## src/rtl/pipelined_adder_if.sv

```systemverilog
// Handshake bundle for pipelined_adder: an operand stream in and a result stream out.
// A transfer happens on a rising edge where valid && ready; a valid producer holds its data until that edge.
interface pipelined_adder_if #(
  parameter int WIDTH = 32
);
  logic             in_valid;
  logic             in_ready;
  logic [WIDTH-1:0] in1;
  logic [WIDTH-1:0] in2;
  logic             carry_in;
  logic             out_valid;
  logic             out_ready;
  logic [WIDTH-1:0] sum;
  logic             carry;

  modport master (
    output in_valid, in1, in2, carry_in, out_ready,
    input  in_ready, out_valid, sum, carry
  );

  modport slave (
    input  in_valid, in1, in2, carry_in, out_ready,
    output in_ready, out_valid, sum, carry
  );
endinterface

```

## src/rtl/pipelined_adder.sv

```systemverilog
// Pipelined unsigned adder: one CW-bit chunk per stage, carry registered between stages,
// with a collapsing valid/ready pipeline (empty stages always refill, full blocked stages hold).
module pipelined_adder #(
  parameter int WIDTH  = 32,
  parameter int STAGES = 4
) (
  input logic             clk,
  input logic             rst_n,
  pipelined_adder_if.slave bus
);
  localparam int CW = (STAGES > 0) ? WIDTH / STAGES : 1;

  if ((STAGES < 1) || (STAGES > WIDTH) || ((WIDTH % STAGES) != 0)) begin : g_bad_params
    $error("pipelined_adder: WIDTH must be a multiple of STAGES and STAGES must lie in 1..WIDTH");
  end

  logic [STAGES-1:0] v;
  logic [STAGES-1:0] c_w;
  logic [STAGES-1:0] load;
  logic [WIDTH-1:0]  sum_w [STAGES];
  logic [WIDTH-1:0]  a_w   [STAGES];
  logic [WIDTH-1:0]  b_w   [STAGES];

  for (genvar k = 0; k < STAGES; k++) begin : g_stage
    logic [WIDTH-1:0] a_src, b_src, s_src, s_nxt;
    logic             c_src, v_src;
    logic [CW:0]      chunk;
    logic             v_q, c_q;
    logic [WIDTH-1:0] s_q, a_q, b_q;

    if (k == 0) begin : g_head
      assign a_src = bus.in1;
      assign b_src = bus.in2;
      assign s_src = '0;
      assign c_src = bus.carry_in;
      assign v_src = bus.in_valid;
    end else begin : g_body
      assign a_src = a_w[k-1];
      assign b_src = b_w[k-1];
      assign s_src = sum_w[k-1];
      assign c_src = c_w[k-1];
      assign v_src = v[k-1];
    end

    // A stage can move unless it and every stage after it is full and the sink stalls.
    assign load[k] = bus.out_ready | ~(&v[STAGES-1:k]);

    assign chunk = {1'b0, a_src[k*CW +: CW]} + {1'b0, b_src[k*CW +: CW]} + {{CW{1'b0}}, c_src};

    always_comb begin
      s_nxt              = s_src;
      s_nxt[k*CW +: CW]  = chunk[CW-1:0];
    end

    always_ff @(posedge clk or negedge rst_n) begin
      if (!rst_n) begin
        v_q <= 1'b0;
        c_q <= 1'b0;
        s_q <= '0;
        a_q <= '0;
        b_q <= '0;
      end else if (load[k]) begin
        v_q <= v_src;
        // Data only moves with a real operation; bubbles leave the old contents in place.
        if (v_src) begin
          c_q <= chunk[CW];
          s_q <= s_nxt;
          a_q <= a_src;
          b_q <= b_src;
        end
      end
    end

    assign v[k]     = v_q;
    assign c_w[k]   = c_q;
    assign sum_w[k] = s_q;
    assign a_w[k]   = a_q;
    assign b_w[k]   = b_q;
  end

  assign bus.in_ready  = load[0];
  assign bus.out_valid = v[STAGES-1];
  assign bus.sum       = sum_w[STAGES-1];
  assign bus.carry     = c_w[STAGES-1];
endmodule

```

## src/flat_wrapper.sv

```systemverilog
// flat-port wrapper written by rule: the top's interface ports become plain ports
module pipelined_adder_flat 
#(
  parameter int WIDTH  = 32,
  parameter int STAGES = 4
)
  (clk, rst_n, bus_in_valid, bus_in1, bus_in2, bus_carry_in, bus_out_ready, bus_in_ready, bus_out_valid, bus_sum, bus_carry);
  pipelined_adder_if #(.WIDTH(WIDTH)) bus_i ();
  input logic clk;
  input logic rst_n;
  input wire logic [$bits(bus_i.in_valid)-1:0] bus_in_valid;
  input wire logic [$bits(bus_i.in1)-1:0] bus_in1;
  input wire logic [$bits(bus_i.in2)-1:0] bus_in2;
  input wire logic [$bits(bus_i.carry_in)-1:0] bus_carry_in;
  input wire logic [$bits(bus_i.out_ready)-1:0] bus_out_ready;
  output wire logic [$bits(bus_i.in_ready)-1:0] bus_in_ready;
  output wire logic [$bits(bus_i.out_valid)-1:0] bus_out_valid;
  output wire logic [$bits(bus_i.sum)-1:0] bus_sum;
  output wire logic [$bits(bus_i.carry)-1:0] bus_carry;
  assign bus_i.in_valid = bus_in_valid;
  assign bus_i.in1 = bus_in1;
  assign bus_i.in2 = bus_in2;
  assign bus_i.carry_in = bus_carry_in;
  assign bus_i.out_ready = bus_out_ready;
  assign bus_in_ready = bus_i.in_ready;
  assign bus_out_valid = bus_i.out_valid;
  assign bus_sum = bus_i.sum;
  assign bus_carry = bus_i.carry;
  pipelined_adder #(.WIDTH(WIDTH), .STAGES(STAGES)) u_core (.clk(clk), .rst_n(rst_n), .bus(bus_i));
endmodule
```

## config.mk

```make
export PLATFORM = sky130hd
export DESIGN_NAME = pipelined_adder_flat
export DESIGN_NICKNAME = d
export VERILOG_FILES = /design/src/rtl/pipelined_adder_if.sv /design/src/rtl/pipelined_adder.sv /design/src/flat_wrapper.sv
export SDC_FILE = /design/constraint.sdc
export NUM_CORES = 1
export LEC_CHECK = 0
export BUFFER_PORTS_ARGS = -buffer_cell sky130_fd_sc_hd__buf_2
export CAP_MARGIN = 20
export CORE_MARGIN = 4
export CORE_UTILIZATION = 30
export DETAILED_ROUTE_END_ITERATION = 10
export GPL_TIMING_DRIVEN = 1
export PLACE_DENSITY = 0.49
export SLEW_MARGIN = 20
export SYNTH_ARGS = -nofsm -noshare
export SYNTH_HDL_FRONTEND = slang
export SYNTH_SLANG_ARGS = --single-unit
export TNS_END_PERCENT = 50
```

## constraint.sdc

```tcl
create_clock -name clk -period 2 [get_ports clk]
set_input_delay 0.4 -clock clk [delete_from_list [all_inputs] [get_ports clk]]
set_output_delay 0.4 -clock clk [all_outputs]
set_load 0.01 [all_outputs]
```

# After elaboration in Yosys (flattened, before gate mapping)
# Cells that the tools add are included.
# word_totals
regBits	280
latchBits	0
ram_bits	0
romBits	0
input_bits	69
word_cells	41
mem_count	0
# classes
addsub	8
n_mul	0
div	0
n_lt_le_gt_ge	0
eq_ne	0
shift	0
n_mux	0
bitwise	8
n_reduce_logical	7
# op_table
op	count
$add 8x8->9	4
$add 9x1->9	4
$reduce_and 2->1	5
$not 1->1	4
$or 1x1->1	4
$reduce_and 4->1	1
$reduce_and 3->1	1

# Logic depth before layout (Yosys ltp)
# logic_depth
depth_word	4
depth_mapped	8
depth_no_buf	8

# Least setup slack after synthesis
# Ideal clock, no wire load.
# synth_timing
path_kind	in2reg
from	in bus_carry_in
to	reg u_core.g_stage[0].c_q
arrival_time_ps	2077
required_time_ps	1877
path_slack_ps	-200
cell_stages	7
path_buffers	0
path_cell_list	fa_1 > fa_1 > a211oi_1 > o21ai_0 > and3_1 > o21ai_0 > a21oi_1
# synth_between
elab_chain_len	1
# synth_rtl
item	line	source
from (decl)	flat_wrapper.sv:14	input wire logic [$bits(bus_i.carry_in)-1:0] bus_carry_in;
$add 9x1->9	pipelined_adder.sv:48	assign chunk = {1'b0, a_src[k*CW +: CW]} + {1'b0, b_src[k*CW +: CW]} + {{CW{1'b0}}, c_src};
to (signal assigned)	pipelined_adder.sv:66	c_q <= chunk[CW];
to (decl)	pipelined_adder.sv:28	logic v_q, c_q;
# Every way passes these cells.
# A chain may end at the register's enable or synchronous reset.

# Worst setup path in the final report
# layout_timing
from	reg u_core.g_stage[0].a_q[8]
to	reg u_core.g_stage[1].s_q[14]
# layout_between
elab_chain_len	2
# layout_rtl
item	line	source
from (decl)	pipelined_adder.sv:29	logic [WIDTH-1:0] s_q, a_q, b_q;
from (signal assigned)	pipelined_adder.sv:68	a_q <= a_src;
$add 8x8->9	pipelined_adder.sv:48	
$add 9x1->9	pipelined_adder.sv:48	
to (signal assigned)	pipelined_adder.sv:67	s_q <= s_nxt;
to (decl)	pipelined_adder.sv:29	
# Every way passes these cells.

==> impl.org <==
** GRT
- The number of antenna violations at the first check in global routing came to 1.
- Wire length of the first global-routing pass :: 27600 um
- Vias in the first global route :: 5354
- Summed over all layers, the global routing overflow is 0.
- Across every metal layer, demand over resource in global routing totals 11.8%.
- Global routing consumed, on the met2 layer, between 10% and 20% of the routing resources.
- Most used routing layer in global routing :: met2
- Pin count of the biggest net entering global routing :: 46
- Global routing used roughly 2.8% of the available met3 tracks.
- Met1 Use GR :: between 10% and 20%

** Final layout
- Across the whole layout, storage elements account for 4600 sq um.
- Net count of the finished layout :: 816
- Leaving out fill and tap cells, the most frequent cells in the layout are 184 x sky130_fd_sc_hd__dfrtp_1, 141 x sky130_fd_sc_hd__mux2_2, 102 x sky130_fd_sc_hd__buf_2, 34 x sky130_fd_sc_hd__o21ai_0, 28 x sky130_fd_sc_hd__ha_1.
- The finished cells cover around 9900 sq um.
- Fill cells in the final layout number 2531.
- The multi-input combinational cells in the finished layout cover a total of 3380 sq um.
- # diodes :: 0
- Most common cell after layout, fill and taps aside :: sky130_fd_sc_hd__dfrtp_1
- Final core utilization :: 37.7%
- Area added between synthesis and finish :: 22.6%
- Share of final-layout standard cells stronger than drive strength 1 :: 46.9%

** Yosys
- EDFF count, synth :: 0
- The most used flip-flop cell after synthesis is sky130_fd_sc_hd__dfrtp_1.
- Flops & latches, synth :: 184
- The number of different library cells used by synthesis comes to 38.
- Sequential share of the synthesized area :: 56.9%
- The top cell type by area accounts for between 50% and 60% of the synthesized area.
- Net count after synthesis :: 683
- Yosys printed 0 warnings.
- Synthesized instance count :: 578
- Post-synthesis instance area :: 8090 sq um
- Top area cells in the synthesized netlist :: sky130_fd_sc_hd__dfrtp_1 57%, sky130_fd_sc_hd__mux2_2 20%, sky130_fd_sc_hd__ha_1 4.3%
- Asr flop ratio synth :: between 90% and 100%
- Syn_area_per_cell :: 14.0 sq um
- Largest area contributor in the synthesized netlist :: sky130_fd_sc_hd__dfrtp_1

** STA
- Derived from the worst setup path, the maximum achievable clock frequency is 521 MHz.
- The count of pins over their slew limit was 0.
- For the final routed database, the setup TNS stands at 0 ns.
- For the final database, setup skew stands at approximately 0.012 ns.
- Setup repair after global routing could not meet its margin everywhere.
- Worst slew slack as a fraction of its limit :: slightly above 70%
- Final count of hold timing violations :: 0
- Minimum period implied by the final worst setup slack :: approximately 1.9 ns
- Worst-margin pin slew :: slightly above 0.4 ns
- Setup violations remaining at the end of the flow were counted as 0.
- In the finished design, the share of the clock period the worst path needs comes to between 90% and 100%.

** Setup path
- The worst setup path is captured at a flop.
- The critical path is of the reg2reg type.
- At the worst endpoint, the arrival time is 2.22 ns.
- Of all nets on the critical path, the largest fanout is 3.
- For this run, the slowest stage of the critical path takes about 0.41 ns.
- STA classifies the critical path startpoint as a flop.
- Walking the worst path, the cells encountered are fa_2 -> inv_2 -> fa_2 -> nor2b_2 -> o31ai_4 -> nand2b_1 -> a211oi_2 -> o31ai_1.
- Data required, critical path :: 2.30 ns
- Cell family with most CP delay :: adder cells
- The largest individual stage delay along the critical path comes from the cell sky130_fd_sc_hd__dfrtp_1.
- Counting both buffers and inverters, the worst setup path holds a total of 1.
- In this design, the critical path's most frequently occurring cell is sky130_fd_sc_hd__fa_2.

** Pwr
- Per report_power, the clock group accounts for 25.6% of the total.
- Sw power :: 0.00417 W
- Power density relative to cell area :: 1350 nW/um^2
- P_leak :: roughly 4.4 nW
- Internal Power :: 0.00923 W
- Net switching is a little under a third of the power.
- Relative contribution of combinational cells to total power :: a little under a third
- Final Total Pwr :: 0.0134 W
- Per report_power, the sequential group accounts for between 40% and 50% of the total.
- Worst VDD drop :: 0.550 mV

** Detailed routing
- Remaining DRCs :: 0
- Detail Route Antenna Nets :: 0
- Dividing the detail-routed wire length by the instance count gives 15.9 um.
- The first detailed-routing pass ran for 4 iterations.
- Via count :: just under 5000
- Routed via count divided by cell count :: 4.58
- Wires add up to 16800 um.
- Violation count after the first detailed-route iteration :: 169

** Placed design
- GPL Wtd Cong :: 0.799
- Number of buffers added on ports :: 103
- Once detailed placement completed, the half-perimeter wirelength came to between 10000 and 15000 um.
- Summing all placed instances gives a cell area of roughly 9200 sq um.

** Floorplanning
- Area of the core region :: 26300 sq um
- The die is 172 um tall.
- Initial cell density of the core :: 30.8%
- The die covers 29700 sq um.
- Row generation in the floorplan step produced 59 rows.
- Width of the die :: 172 um
- For this design the top-level I/O count stands at 104.

** Min path
- The path class of the tightest hold or removal check is in2reg.

** Clock tree
- The H-tree generated during clock tree synthesis spans 4 levels.
- Clock edge transition at the registers on the reported setup and hold paths :: ~0.070 ns
- Clock Latency Late Sink :: 0.43 ns
- TritonCTS built the clock tree.
- Clock root cell :: sky130_fd_sc_hd__clkbuf_16
- Clock buffer depth :: 2
- For this design, the sink count on the clock tree is 184.
- TritonCTS created 17 clock buffers.

** Flow run
- # Max-Cap Violations :: 0

** Status
- Outcome :: completed
==> final cells by class <==
cell class              instances  area share, %
inverters                      12          0.454
repair buffers                134           8.92
flip-flops and latches        184           46.4
clock inverters                10           1.48
clock buffers                  19           4.47
multi-input cells             362           34.0
well taps                     335           4.23
==> Yosys cell counts, types with 4 or more instances <==
cell and instances:
sky130_fd_sc_hd__nand2_1 25, sky130_fd_sc_hd__mux2_1 11, sky130_fd_sc_hd__o21ai_0 37, sky130_fd_sc_hd__inv_1 12, sky130_fd_sc_hd__dfrtp_1 184, sky130_fd_sc_hd__fa_1 8, sky130_fd_sc_hd__buf_2 5, sky130_fd_sc_hd__nor2_1 15
sky130_fd_sc_hd__a211oi_1 10, sky130_fd_sc_hd__mux2_2 141, sky130_fd_sc_hd__nand2b_1 8, sky130_fd_sc_hd__a21oi_1 19, sky130_fd_sc_hd__a21o_1 5, sky130_fd_sc_hd__xor2_1 14, sky130_fd_sc_hd__buf_6 12, sky130_fd_sc_hd__o31ai_1 9
sky130_fd_sc_hd__ha_1 28, sky130_fd_sc_hd__nor2b_1 4
==> path summary, 6_finish.rpt <==
kind	from	endpoint	slack (ns)	depth (start not counted)
min reg2reg	u_core.bus.sum[25]	u_core.bus.sum[25]	0.48	2
max	u_core.g_stage[0].a_q[8]	u_core.g_stage[1].s_q[14]	0.08	8
min in group asynchronous	rst_n	u_core.g_stage[0].b_q[31]	0.48	2
max in group asynchronous	rst_n	u_core.g_stage[1].s_q[0]	0.90	3
min	bus_in1[10]	u_core.g_stage[0].a_q[10]	0.19	2
max reg2reg	u_core.g_stage[0].a_q[8]	u_core.g_stage[1].s_q[14]	0.08	8
==> worst register-to-register path, cell delays in order (launching register included) <==
cell and delay (ns):
sky130_fd_sc_hd__dfrtp_1 0.41, sky130_fd_sc_hd__fa_2 0.41, sky130_fd_sc_hd__inv_2 0.07, sky130_fd_sc_hd__fa_2 0.20, sky130_fd_sc_hd__nor2b_2 0.06, sky130_fd_sc_hd__o31ai_4 0.26, sky130_fd_sc_hd__nand2b_1 0.10, sky130_fd_sc_hd__a211oi_2 0.21
sky130_fd_sc_hd__o31ai_1 0.09
==> timing repair <==
action,in CTS,in global routing
endpoints found under the hold margin,38,0
pin swaps,1,14
resized for setup,8,19
hold buffers,1,0
endpoints found under the setup margin,12,14
buffers inserted,1,1
==> stage by stage <==
step	setup slack (ns)	instances	hold WS, ns
floorplan	0.00545	578	0.104
global placement	-0.163	1024	0.377
detailed placement	-0.225	1024	0.377
CTS	-0.00245	1055	0.166
global route	-0.0132	1056	0.186
finish	0.0799	1056	0.187
==> flip-flops by register name, summed over array words and instances (netlist names) <==
name                  flops
u_core.bus.carry          1
u_core.bus.out_valid      1
u_core.bus.sum           32
u_core.g_stage.a_q       48
u_core.g_stage.b_q       48
u_core.g_stage.c_q        3
u_core.g_stage.s_q       48
u_core.g_stage.v_q        3
==> logic make-up (layout without fill, tap and decap cells) <==
kind of cell | after synthesis | count (layout) | share of synthesized area, %
flops | 184 | 184 | 56.9
buf+inv | 32 | 175 | 2.77
xor+xnor | 15 | 15 | 1.62
mux | 152 | 152 | 21.2
fa+ha+maj | 36 | 36 | 6.31
simple gates | 65 | 65 | 4.21
compound gates | 94 | 94 | 7.05
==> metal layers <==
| layer | vias to the layer above | routed length, um | part of all wire, % |
|---|---|---|---|
| li1 | 2319 | - | - |
| met1 | 2420 | 7830 | 46 |
| met2 | 74 | 8070 | 48 |
| met3 | 17 | 680 | 4.0 |
| met4 | 2 | 248 | 1.5 |
| met5 | - | 13 | 0.077 |
==> power groups by stage <==
| stage | logic, W | registers [W] | clock network, W |
|---|---|---|---|
| after floorplan | 0.00271 | 0.00569 | 0 |
| after global placement | 0.00400 | 0.00575 | 0 |
| after detailed placement | 0.00410 | 0.00580 | 0 |
| after CTS | 0.00420 | 0.00574 | 0.00354 |
| after global routing | 0.00478 | 0.00588 | 0.00370 |
| final | 0.00426 | 0.00571 | 0.00343 |
Note: power is estimated with default switching activity, not from simulation.
